`config.mk`:
```
export PLATFORM = sky130hd
export DESIGN_NAME = uart_rx_axis
export DESIGN_NICKNAME = d
export VERILOG_FILES = /design/src/rtl/uart_rx_axis.sv
export SDC_FILE = /design/constraint.sdc
export NUM_CORES = 1
export LEC_CHECK = 0
export ABC_CLOCK_PERIOD_IN_PS = 5600
export CAP_MARGIN = 20
export CORE_MARGIN = 4
export CORE_UTILIZATION = 64
export DETAILED_ROUTE_END_ITERATION = 12
export PLACE_DENSITY = 0.86
export SLEW_MARGIN = 20
export SYNTH_ARGS = -nofsm -noshare
export SYNTH_HDL_FRONTEND = slang
export SYNTH_SLANG_ARGS = --single-unit
export TNS_END_PERCENT = 50
```
`constraint.sdc`:
```
create_clock -name clk_i -period 5.6 [get_ports clk_i]
set_clock_uncertainty 0.15 [all_clocks]
set_input_delay 1.12 -clock clk_i [delete_from_list [all_inputs] [get_ports clk_i]]
set_output_delay 1.12 -clock clk_i [all_outputs]
set_load 0.02 [all_outputs]
```
`src/rtl/uart_rx_axis.sv`:
```
// UART receiver (start / DATA_BITS data LSB-first / stop) feeding an AXI-Stream master through a small FIFO.
// Frames with a bad stop bit pulse frame_err_o and are discarded; axis_last_o marks every PKT_LEN-th accepted byte.
//
// state       | meaning
// ------------+------------------------------------------------------------
// S_WAIT_IDLE | wait for a genuinely high synced line before arming
// S_IDLE      | line idle, watching for a falling edge
// S_START     | confirm the start bit at its mid point
// S_DATA      | sample DATA_BITS data bits, one per bit period
// S_STOP      | check the stop bit, then push the byte or report a framing error
module uart_rx_axis #(
    parameter int DATA_BITS    = 8,
    parameter int CLKS_PER_BIT = 87,
    parameter int FIFO_DEPTH   = 4,
    parameter int PKT_LEN      = 16
) (
    input  logic                 clk_i,
    input  logic                 rst_n_i,
    input  logic                 uart_rx_i,
    output logic [DATA_BITS-1:0] axis_data_o,
    output logic                 axis_valid_o,
    input  logic                 axis_ready_i,
    output logic                 axis_last_o,
    output logic                 frame_err_o,
    output logic                 overflow_o
);

    localparam int CW = $clog2(CLKS_PER_BIT);
    localparam int BW = $clog2(DATA_BITS + 1);
    localparam int AW = (FIFO_DEPTH > 1) ? $clog2(FIFO_DEPTH) : 1;
    localparam int PW = (PKT_LEN > 1) ? $clog2(PKT_LEN) : 1;

    localparam logic [CW-1:0] CNT_HALF = CW'((CLKS_PER_BIT - 1) / 2);
    localparam logic [CW-1:0] CNT_LAST = CW'(CLKS_PER_BIT - 1);
    localparam logic [BW-1:0] BIT_LAST = BW'(DATA_BITS - 1);
    localparam logic [PW-1:0] PKT_END  = PW'(PKT_LEN - 1);

    typedef enum logic [2:0] {
        S_WAIT_IDLE,
        S_IDLE,
        S_START,
        S_DATA,
        S_STOP
    } state_t;

    logic                 rx_meta_q;
    logic                 rx_sync_q;
    logic [1:0]           sync_fill_q;
    logic                 sync_ok;

    state_t               state_q, state_d;
    logic [CW-1:0]        cnt_q, cnt_d;
    logic [BW-1:0]        bit_idx_q, bit_idx_d;
    logic [DATA_BITS-1:0] shift_q, shift_d;
    logic                 push;
    logic                 frame_err_q, frame_err_d;

    logic [AW:0]          wr_ptr_q, rd_ptr_q;
    logic [DATA_BITS:0]   mem_q [FIFO_DEPTH];
    logic [DATA_BITS:0]   head;
    logic                 empty, full, pop, push_ok, drop, last_flag;
    logic [PW-1:0]        pkt_cnt_q;
    logic                 overflow_q;

    // The reset value of the synchroniser is not a real line sample; sync_ok
    // goes high only once both flops hold sampled data, so a low data bit left
    // over from a frame interrupted by reset cannot be mistaken for idle.
    always_ff @(posedge clk_i or negedge rst_n_i) begin
        if (!rst_n_i) begin
            rx_meta_q   <= 1'b1;
            rx_sync_q   <= 1'b1;
            sync_fill_q <= 2'b00;
        end else begin
            rx_meta_q   <= uart_rx_i;
            rx_sync_q   <= rx_meta_q;
            sync_fill_q <= {sync_fill_q[0], 1'b1};
        end
    end

    assign sync_ok = sync_fill_q[1];

    always_ff @(posedge clk_i or negedge rst_n_i) begin
        if (!rst_n_i) begin
            state_q     <= S_WAIT_IDLE;
            cnt_q       <= '0;
            bit_idx_q   <= '0;
            shift_q     <= '0;
            frame_err_q <= 1'b0;
        end else begin
            state_q     <= state_d;
            cnt_q       <= cnt_d;
            bit_idx_q   <= bit_idx_d;
            shift_q     <= shift_d;
            frame_err_q <= frame_err_d;
        end
    end

    always_comb begin
        state_d     = state_q;
        cnt_d       = cnt_q;
        bit_idx_d   = bit_idx_q;
        shift_d     = shift_q;
        push        = 1'b0;
        frame_err_d = 1'b0;
        unique case (state_q)
            S_WAIT_IDLE: begin
                cnt_d = '0;
                if (sync_ok && rx_sync_q) state_d = S_IDLE;
            end
            S_IDLE: begin
                cnt_d = '0;
                if (!rx_sync_q) state_d = S_START;
            end
            S_START: begin
                if (cnt_q == CNT_HALF) begin
                    cnt_d     = '0;
                    bit_idx_d = '0;
                    state_d   = rx_sync_q ? S_IDLE : S_DATA;
                end else begin
                    cnt_d = cnt_q + 1'b1;
                end
            end
            S_DATA: begin
                if (cnt_q == CNT_LAST) begin
                    cnt_d                  = '0;
                    shift_d                = shift_q >> 1;
                    shift_d[DATA_BITS-1]   = rx_sync_q;
                    bit_idx_d              = bit_idx_q + 1'b1;
                    if (bit_idx_q == BIT_LAST) state_d = S_STOP;
                end else begin
                    cnt_d = cnt_q + 1'b1;
                end
            end
            S_STOP: begin
                if (cnt_q == CNT_LAST) begin
                    cnt_d = '0;
                    if (rx_sync_q) begin
                        push    = 1'b1;
                        state_d = S_IDLE;
                    end else begin
                        frame_err_d = 1'b1;
                        state_d     = S_WAIT_IDLE;
                    end
                end else begin
                    cnt_d = cnt_q + 1'b1;
                end
            end
            default: state_d = S_WAIT_IDLE;
        endcase
    end

    // FIFO with one extra pointer bit to tell full from empty.
    assign empty     = (wr_ptr_q == rd_ptr_q);
    assign full      = (wr_ptr_q[AW] != rd_ptr_q[AW]) &&
                       (wr_ptr_q[AW-1:0] == rd_ptr_q[AW-1:0]);
    assign pop       = !empty && axis_ready_i;
    assign push_ok   = push && (!full || pop);
    assign drop      = push && !push_ok;
    assign last_flag = (pkt_cnt_q == PKT_END);

    always_ff @(posedge clk_i or negedge rst_n_i) begin
        if (!rst_n_i) begin
            wr_ptr_q   <= '0;
            rd_ptr_q   <= '0;
            pkt_cnt_q  <= '0;
            overflow_q <= 1'b0;
        end else begin
            if (pop) rd_ptr_q <= rd_ptr_q + 1'b1;
            if (push_ok) begin
                wr_ptr_q  <= wr_ptr_q + 1'b1;
                pkt_cnt_q <= last_flag ? '0 : pkt_cnt_q + 1'b1;
            end
            if (drop) overflow_q <= 1'b1;
        end
    end

    // When full, a simultaneous pop frees exactly the slot being written.
    always_ff @(posedge clk_i) begin
        if (push_ok) mem_q[wr_ptr_q[AW-1:0]] <= {last_flag, shift_q};
    end

    assign head         = mem_q[rd_ptr_q[AW-1:0]];
    assign axis_valid_o = !empty;
    assign axis_data_o  = empty ? '0 : head[DATA_BITS-1:0];
    assign axis_last_o  = !empty && head[DATA_BITS];
    assign frame_err_o  = frame_err_q;
    assign overflow_o   = overflow_q;

endmodule

```
==> results.ini, run 1 <==
[timing]
slew_headroom_pct = 36.45
setup_ws_ns = 1.376
rsz0062_at_grt = false
finalMaxSlewViolations = 0
hold_violations = 0
max_freq_mhz = 236.7
setup_tns_ns = 0
setup_violations = 0
finalCritPeriodShare_pct = 75.43
worstMarginPinSlew_ns = 0.9512
fin_crit_ns = 4.224

[synthesis]
synth-xor-area-share_pct = 3.748
synth_top_area_share_pct = 33.04
synth-seq-cells = 74
ys_seq_area_share_pct = 62.18
syn_nets = 234
synth_edf_count = 36
synth_adder_area_share_pct = 3.442
synth.area.mux_share_pct = 10.63
synth_compound_area_share_pct = 5.430
synth.area.top_cells = edfxtp_1, dfrtp_1, mux4_2
avgSynthCellArea_um2 = 14.80
synthArstFlopShare_pct = 51.35
ys_types = 51
synth_ff_type = edfxtp_1
synth_largest_area_cell = edfxtp_1
synthSimpleGateAreaFrac_pct = 12.12
ys_warn_count = 0
synthCells = 221
synth_top_family_by_area = simple AND/OR/NAND/NOR gates
syn_area_mm2 = 0.003272

[power]
p_per_area_mw_per_mm2 = 421.6
leakage_nw = 1.515
peakVddDrop_mv = 0.2559

[min_path]
whs_path_depth = 0
min_path_type = reg -> reg

[cts]
clkSinkCount = 74
clkLatencyLatePin_ns = 0.35
cts_tree = yes
postCtsSetupRepairBufs = 0
ctsHoldBuffers = 0
clk_pin_slew_ns = 0.07
numCtsBuffers = 9
root_buffer = clkbuf_8
clk_path_buf_depth = 2
h-tree-depth = 3
ctsResizeCount = 0

[die]
start_util_pct = 67.48
die_x_um = 79.50
die-area_mm2 = 0.006320
fp-row-count = 25
core_area_mm2 = 0.004848
die_y_um = 79.50
ios = 16

[drt]
dr_total_vias = 1816
first_pass_iters = 4
detail-route-antenna-nets = 0
dr.first_iter.drc_count = 114
drc = 0
drt_wl_total_mm = 5.587
drt-vias-per-instance = 5.802
wire_per_inst_um = 17.85

[global_routing]
grt_pass1_wl_mm = 9.453
grt_pass1_vias = 1931
antenna_found_initial = 0
track_usage_pct = 20.44
grt_max_degree = 39
overflow = 0

[layout]
drive_above_1_share_pct = 20.33
fin_area_mm2 = 0.003704
register_area_mm2 = 0.002034
fillCellCount = 294
diodes = 0
layout_common_cells = dfrtp_1, edfxtp_1, clkdlybuf4s50_1, nor2_1, mux2_2
stdcell_count = 313
multi_input_comb_area_mm2 = 0.001161
nNetsFinal = 254
area_growth_pct = 13.19

[place]
dpl.hpwl_mm = 3.652
gp_congestion = 0.8336
dp.cells = 297
io_buffers = 15
pre_cts_slack_ns = 1.685
placed_area_mm2 = 0.003462

[flow_run]
cap_violations = 0

[critical_path]
r2r_end = mem_q[3][7]
cpMaxStageDelayCell = dfrtp_1
r2r_cells = 4
crit_cells = 4
cp.arrival_ns = 2.95
cp-startpoint = rd_ptr_q[0]
path_cells = xor2_1 > nor3b_1 > and2b_1 > clkdlybuf4s50_1
cp-endpoint = axis_data_o[2]
reg2reg_from = rd_ptr_q[0]
cp-start-kind = flop
crit_fanout = 12
r2r_setup_slack_ns = 2.79
worst-path-buf-inv = 1
cp-end-kind = primary output
slowest_delay_ns = 0.81
worstSetupPathType = reg -> out
critical-path-top-delay-family = simple AND/OR/NAND/NOR gates
cp.required_ns = 4.33

[status]
status = complete, no violations

-- where the power goes --
part	switching [W]	internal [W]	leakage (nW)
Sequential	0.0000972	0.000607	0.821
Combinational	0.000163	0.000196	0.581
Clock	0.000201	0.000297	0.113
Total	0.000461	0.00110	1.52
-- worst min path at each step --
stage | slack (ns) | endpoint | from
2_1_floorplan | 0.18 | sync_fill_q[1] | sync_fill_q[0]
3_3_place_gp | 0.18 | sync_fill_q[1] | sync_fill_q[0]
3_5_place_dp | 0.20 | rx_sync_q | rx_meta_q
4_1_cts | 0.21 | rx_sync_q | rx_meta_q
5_1_grt | 0.22 | rx_sync_q | rx_meta_q
6_report | 0.21 | rx_sync_q | rx_meta_q
-- stage by stage --
stage	hold WS, ns	power [W]	utilization [%]
finish	0.2084	0.001561	76.39
global route	0.2213	0.001641	76.39
detailed placement	0.1976	0.001073	71.41
global placement	0.1833	0.001054	71.41
floorplan	0.1812	0.0009504	-
CTS	0.2089	0.001572	76.39
-- sequential cells by signal, summed over array words and instances (netlist names) --
name,cells
rx_meta_q,1
cnt_q,7
pkt_cnt_q,4
bit_idx_q,4
mem_q,36
shift_q,8
state_q,3
wr_ptr_q,3
overflow_o,1
rx_sync_q,1
sync_fill_q,2
rd_ptr_q,3
frame_err_o,1
-- cell type report --
type	count	share of cell area, %
Clock inverter	6	3.074
Clock buffer	10	3.446
Multi-Input combinational cell	132	31.35
Tap cell	67	2.264
Sequential cell	74	54.93
Inverter	8	0.8108
Timing Repair Buffer	16	4.122
-- synth_stat cells (2+ instances only) --
library cell,count
nand2_1,7
mux4_2,9
dfrtp_1,36
and2b_1,9
buf_4,3
nor3_1,2
nand4_1,5
and3b_1,2
a21oi_1,4
o21ai_0,7
mux2_2,12
and2_1,5
dfstp_2,2
o2bb2ai_1,2
nor2_1,12
clkbuf_1,2
inv_1,8
edfxtp_1,36
xor2_1,8
o31ai_1,2
and3_1,2
ha_1,9
xnor2_1,6
nor4_1,4
-- cell families (layout without fill, tap and decap cells) --
family | after synthesis | in the layout
buf+inv | 15 | 40
mux | 22 | 22
fa+ha+maj | 9 | 9
flops | 74 | 74
xor+xnor | 14 | 14
other cells | 1 | 1
simple gates | 61 | 61
compound gates | 25 | 25
-- per-layer routing --
layer | part of all wire (%) | wire (um) | GRT usage [%]
met5 | 0 | 0 | 0
met4 | 1.9 | 107 | 7.732
met3 | 4.0 | 223 | 5.982
met2 | 51 | 2838 | 34.47
met1 | 43 | 2418 | 24.88
Power figures use the tool's default switching activity.
==> inputs of run 2 (changes only) <==
--- a/config.mk
+++ b/config.mk
@@ -5,12 +5,12 @@
 export SDC_FILE = /design/constraint.sdc
 export NUM_CORES = 1
 export LEC_CHECK = 0
-export ABC_CLOCK_PERIOD_IN_PS = 5600
+export ABC_CLOCK_PERIOD_IN_PS = 3820
 export CAP_MARGIN = 20
 export CORE_MARGIN = 4
-export CORE_UTILIZATION = 64
+export CORE_UTILIZATION = 53
 export DETAILED_ROUTE_END_ITERATION = 12
-export PLACE_DENSITY = 0.86
+export PLACE_DENSITY = 0.76
 export SLEW_MARGIN = 20
 export SYNTH_ARGS = -nofsm -noshare
 export SYNTH_HDL_FRONTEND = slang
==> constraint.sdc (replaced) <==
create_clock -name clk_i -period 3.82 [get_ports clk_i]
set_clock_uncertainty 0.15 [all_clocks]
set_input_delay 0.764 -clock clk_i [delete_from_list [all_inputs] [get_ports clk_i]]
set_output_delay 0.764 -clock clk_i [all_outputs]
set_load 0.02 [all_outputs]
==> results.ini, run 2 (synthesis results as in run 1) <==
[critical_path]
cp.required_ns = 2.91
r2r_cells = 4
r2r_end = mem_q[3][7]
reg2reg_from = rd_ptr_q[0]
cp.arrival_ns = 2.51
r2r_setup_slack_ns = 0.97
worstSetupPathType = reg -> out
crit_fanout = 12
cp-end-kind = primary output
cp-start-kind = flop

[drt]
wire_per_inst_um = 16.43
dr.first_iter.drc_count = 99
detail-route-antenna-nets = 0
first_pass_iters = 4
drc = 0
drt-vias-per-instance = 5.581
drt_wl_total_mm = 5.292
dr_total_vias = 1797

[timing]
slew_headroom_pct = 44.31
finalMaxSlewViolations = 0
max_freq_mhz = 292.0
hold_violations = 0
worstMarginPinSlew_ns = 0.8354
setup_tns_ns = 0
setup_violations = 0
finalCritPeriodShare_pct = 89.65
fin_crit_ns = 3.425
rsz0062_at_grt = false

[power]
leakage_nw = 1.497
p_per_area_mw_per_mm2 = 574.9
p_total_w = 0.002105
peakVddDrop_mv = 0.3329

[layout]
diodes = 0
stdcell_count = 322
drive_above_1_share_pct = 19.84
layout_common_cells = dfrtp_1, edfxtp_1, clkdlybuf4s50_1, nor2_1, mux2_2
multi_input_comb_area_mm2 = 0.001161
register_area_mm2 = 0.002034
nNetsFinal = 255
fillCellCount = 477
area_growth_pct = 11.89
largest_reg_flops = 36
fin_area_mm2 = 0.003661

[place]
dp.cells = 306
io_buffers = 15
gp_congestion = 0.8015
placed_area_mm2 = 0.003480
dpl.hpwl_mm = 3.488

[cts]
clkLatencyLatePin_ns = 0.34
postCtsSetupRepairBufs = 0
clk_path_buf_depth = 2
root_buffer = clkbuf_8
ctsResizeCount = 0
cts_tree = yes
clk_pin_slew_ns = 0.08
numCtsBuffers = 9
clkSinkCount = 74
h-tree-depth = 3
ctsHoldBuffers = 0

[global_routing]
antenna_found_initial = 0
track_usage_pct = 16.39
grt_pass1_vias = 1878
overflow = 0
grt_pass1_wl_mm = 9.073
grt_max_degree = 39

[flow_run]
cap_violations = 0

[min_path]
min_path_type = reg -> reg
hold_end = rx_sync_q
whs_path_depth = 0
worstHoldStart = rx_meta_q

[die]
ios = 16
die-area_mm2 = 0.007494
fp-row-count = 28
die_x_um = 86.57
start_util_pct = 54.94
core_area_mm2 = 0.005956
die_y_um = 86.57

[status]
status = complete, no violations

==> run 2: per-layer routing <==
layer	vias to the layer above	GRT usage (%)	wire length, um
met5	-	0	0
met4	0	8.499	102
met3	8	3.137	154
met2	23	27.82	2728
met1	914	19.86	2306
li1	852	-	-
==> run 2: worst max-delay path by stage <==
stage | startpoint | end | depth (start not counted)
floorplan | rd_ptr_q[0] | axis_data_o[0] | 3
global placement | rd_ptr_q[0] | axis_data_o[5] | 5
detailed placement | rd_ptr_q[0] | axis_data_o[2] | 5
CTS | rd_ptr_q[0] | axis_data_o[2] | 5
global route | rd_ptr_q[0] | axis_data_o[5] | 5
finish | rd_ptr_q[0] | axis_data_o[5] | 5
==> run 2: worst max-delay path, stage by stage (launching register included) <==
cell and delay [ns]:
dfrtp_1 0.82, xor2_1 0.19, nor3b_1 0.24, buf_4 0.20
and2b_1 0.19, clkdlybuf4s50_1 0.53
==> run 2: final cells by class <==
type,instances,share of cell area [%]
sequential,74,55.57
multi-input combinational,132,31.72
timing repair buffer,17,4.375
clock buffer,12,4.272
tap,75,2.563
inverter,8,0.8202
clock inverter,4,0.6835
==> run 2: metrics by stage <==
stage	utilization (%)	hold slack [ns]	setup slack [ns]
floorplan	-	0.1812	1.512
CTS	61.47	0.2080	0.3317
finish	61.47	0.2047	0.3954
global route	61.47	0.2110	0.1957
global placement	58.42	0.1847	0.7932
detailed placement	58.42	0.1918	0.7321
==> run 2: where the power goes <==
| part | total [W] | switching (W) | internal (W) |
|---|---|---|---|
| Clock | 0.000555 | 0.000280 | 0.000275 |
| Combinational | 0.000521 | 0.000229 | 0.000292 |
| Sequential | 0.00103 | 0.000139 | 0.000891 |
| Total | 0.00210 | 0.000647 | 0.00146 |
==> inputs of run 3 (changes only) <==
--- a/config.mk
+++ b/config.mk
@@ -5,12 +5,12 @@
 export SDC_FILE = /design/constraint.sdc
 export NUM_CORES = 1
 export LEC_CHECK = 0
-export ABC_CLOCK_PERIOD_IN_PS = 3820
 export CAP_MARGIN = 20
 export CORE_MARGIN = 4
 export CORE_UTILIZATION = 53
 export DETAILED_ROUTE_END_ITERATION = 12
 export PLACE_DENSITY = 0.76
+export REMOVE_ABC_BUFFERS = 1
 export SLEW_MARGIN = 20
 export SYNTH_ARGS = -nofsm -noshare
 export SYNTH_HDL_FRONTEND = slang
==> results.ini, run 3 (synthesis results as in run 1) <==
[global_routing]
grt_pass1_wl_mm = 8.949
track_usage_pct = 16.18
grt_pass1_vias = 1825
antenna_found_initial = 0
grt_max_degree = 39
overflow = 0

[timing]
setup_tns_ns = 0
rsz0062_at_grt = false
finalMaxSlewViolations = 0
fin_crit_ns = 3.302
hold_violations = 0
slew_headroom_pct = 44.90
finalCritPeriodShare_pct = 86.44
setup_violations = 0
worstMarginPinSlew_ns = 0.8264
max_freq_mhz = 302.8

[power]
p_per_area_mw_per_mm2 = 596.2
power_frac_clock_pct = 29.2
p_total_w = 0.002208
p_comb_share_pct = 24.8
netSwitchingFraction_pct = 29.38
peakVddDrop_mv = 0.3577
seq_power_share_pct = 46.0
p_int_w = 0.001559
leakage_nw = 1.515
p_sw_w = 0.0006488

[layout]
diodes = 0
nNetsFinal = 256
fillCellCount = 454
largest_reg_flops = 36
layout_common_cells = dfrtp_1, edfxtp_1, clkdlybuf4s50_1, nor2_1, mux2_2
area_growth_pct = 13.19
drive_above_1_share_pct = 20.97
register_area_mm2 = 0.002034
multi_input_comb_area_mm2 = 0.001161

[critical_path]
cp.required_ns = 2.91
r2r_cells = 4
worstSetupPathType = reg -> out
cp-start-kind = flop
r2r_setup_slack_ns = 1.00
cp.arrival_ns = 2.39
reg2reg_from = state_q[0]
crit_fanout = 7
cp-end-kind = primary output
r2r_end = mem_q[3][2]

[min_path]
worstHoldStart = sync_fill_q[0]
whs_path_depth = 0
hold_end = sync_fill_q[1]
min_path_type = reg -> reg

[drt]
first_pass_iters = 4
drc = 0
dr_total_vias = 1820
drt-vias-per-instance = 5.635
wire_per_inst_um = 16.49
drt_wl_total_mm = 5.326
dr.first_iter.drc_count = 116
detail-route-antenna-nets = 0

[die]
fp-row-count = 28
ios = 16
die_x_um = 86.57
die_y_um = 86.57
start_util_pct = 54.94
core_area_mm2 = 0.005956
die-area_mm2 = 0.007494

[cts]
clkLatencyLatePin_ns = 0.34
clk_pin_slew_ns = 0.07
h-tree-depth = 3
root_buffer = clkbuf_8
clkSinkCount = 74
postCtsSetupRepairBufs = 0
numCtsBuffers = 9
cts_tree = yes
clk_path_buf_depth = 2
ctsResizeCount = 0
ctsHoldBuffers = 0

[place]
io_buffers = 15
dpl.hpwl_mm = 3.633
gp_congestion = 0.7843

[status]
status = complete, no violations

[flow_run]
cap_violations = 0

## run 3: cell count changes in the layout (fill, tap and decap cells not counted), sizes merged
cell | previous run | this run
bufinv | 0 | 2
clkbuf | 12 | 10
buf | 3 | 4
clkinv | 2 | 1
clkinvlp | 1 | 2
## run 3: routing by layer
| layer | vias to the layer above | part of all wire, % | track usage, % |
|---|---|---|---|
| met2 | 37 | 52 | 27.54 |
| met5 | - | 0 | 0 |
| met1 | 916 | 42 | 19.30 |
| li1 | 861 | - | - |
| met3 | 6 | 3.9 | 3.992 |
| met4 | 0 | 1.8 | 7.649 |
## run 3: final cells by class
type | instances | share of cell area (%)
Sequential cell | 74 | 54.93
Multi-Input combinational cell | 132 | 31.35
Timing Repair Buffer | 18 | 4.527
Clock buffer | 10 | 3.446
Tap cell | 75 | 2.534
Clock inverter | 6 | 2.399
Inverter | 8 | 0.8108
## run 3: metrics by stage
| step | util [%] | cells | hold slack (ns) | area (um^2) | setup WS (ns) |
|---|---|---|---|---|---|
| 5_1_grt | 62.18 | 323 | 0.2117 | 3704 | 0.3829 |
| 2_1_floorplan | - | 214 | 0.1812 | 3226 | 1.269 |
| 4_1_cts | 62.18 | 323 | 0.2096 | 3704 | 0.4504 |
| 3_3_place_gp | 58.55 | 307 | 0.1832 | 3487 | 0.8726 |
| 3_5_place_dp | 58.55 | 307 | 0.1941 | 3487 | 0.8314 |
| 6_report | 62.18 | 323 | 0.2077 | 3704 | 0.5179 |
## run 3: worst max path at each step
stage | startpoint | to | slack (ns) | cells past startpoint
2_1_floorplan | rd_ptr_q[0] | axis_data_o[0] | 1.27 | 3
3_3_place_gp | rd_ptr_q[0] | axis_data_o[0] | 0.87 | 4
3_5_place_dp | rd_ptr_q[0] | axis_data_o[0] | 0.83 | 4
4_1_cts | rd_ptr_q[0] | axis_data_o[0] | 0.45 | 4
5_1_grt | rd_ptr_q[0] | axis_data_o[1] | 0.38 | 4
6_report | rd_ptr_q[0] | axis_data_o[0] | 0.52 | 4
## run 3: power by group through the flow
| stage | Combinational, W | Sequential [W] | Clock, W |
|---|---|---|---|
| after floorplan | 0.000372 | 0.00101 | 0 |
| after global placement | 0.000538 | 0.00103 | 0 |
| after detailed placement | 0.000551 | 0.00103 | 0 |
| after CTS | 0.000556 | 0.00102 | 0.000662 |
| after global routing | 0.000603 | 0.00103 | 0.000700 |
| final | 0.000549 | 0.00102 | 0.000644 |
## run 3: worst max-delay path, cell delays in order (launching register included)
cell and delay [ns]:
dfrtp_1 0.59, buf_4 0.27, mux4_2 0.51, and2b_1 0.16, clkdlybuf4s50_1 0.53
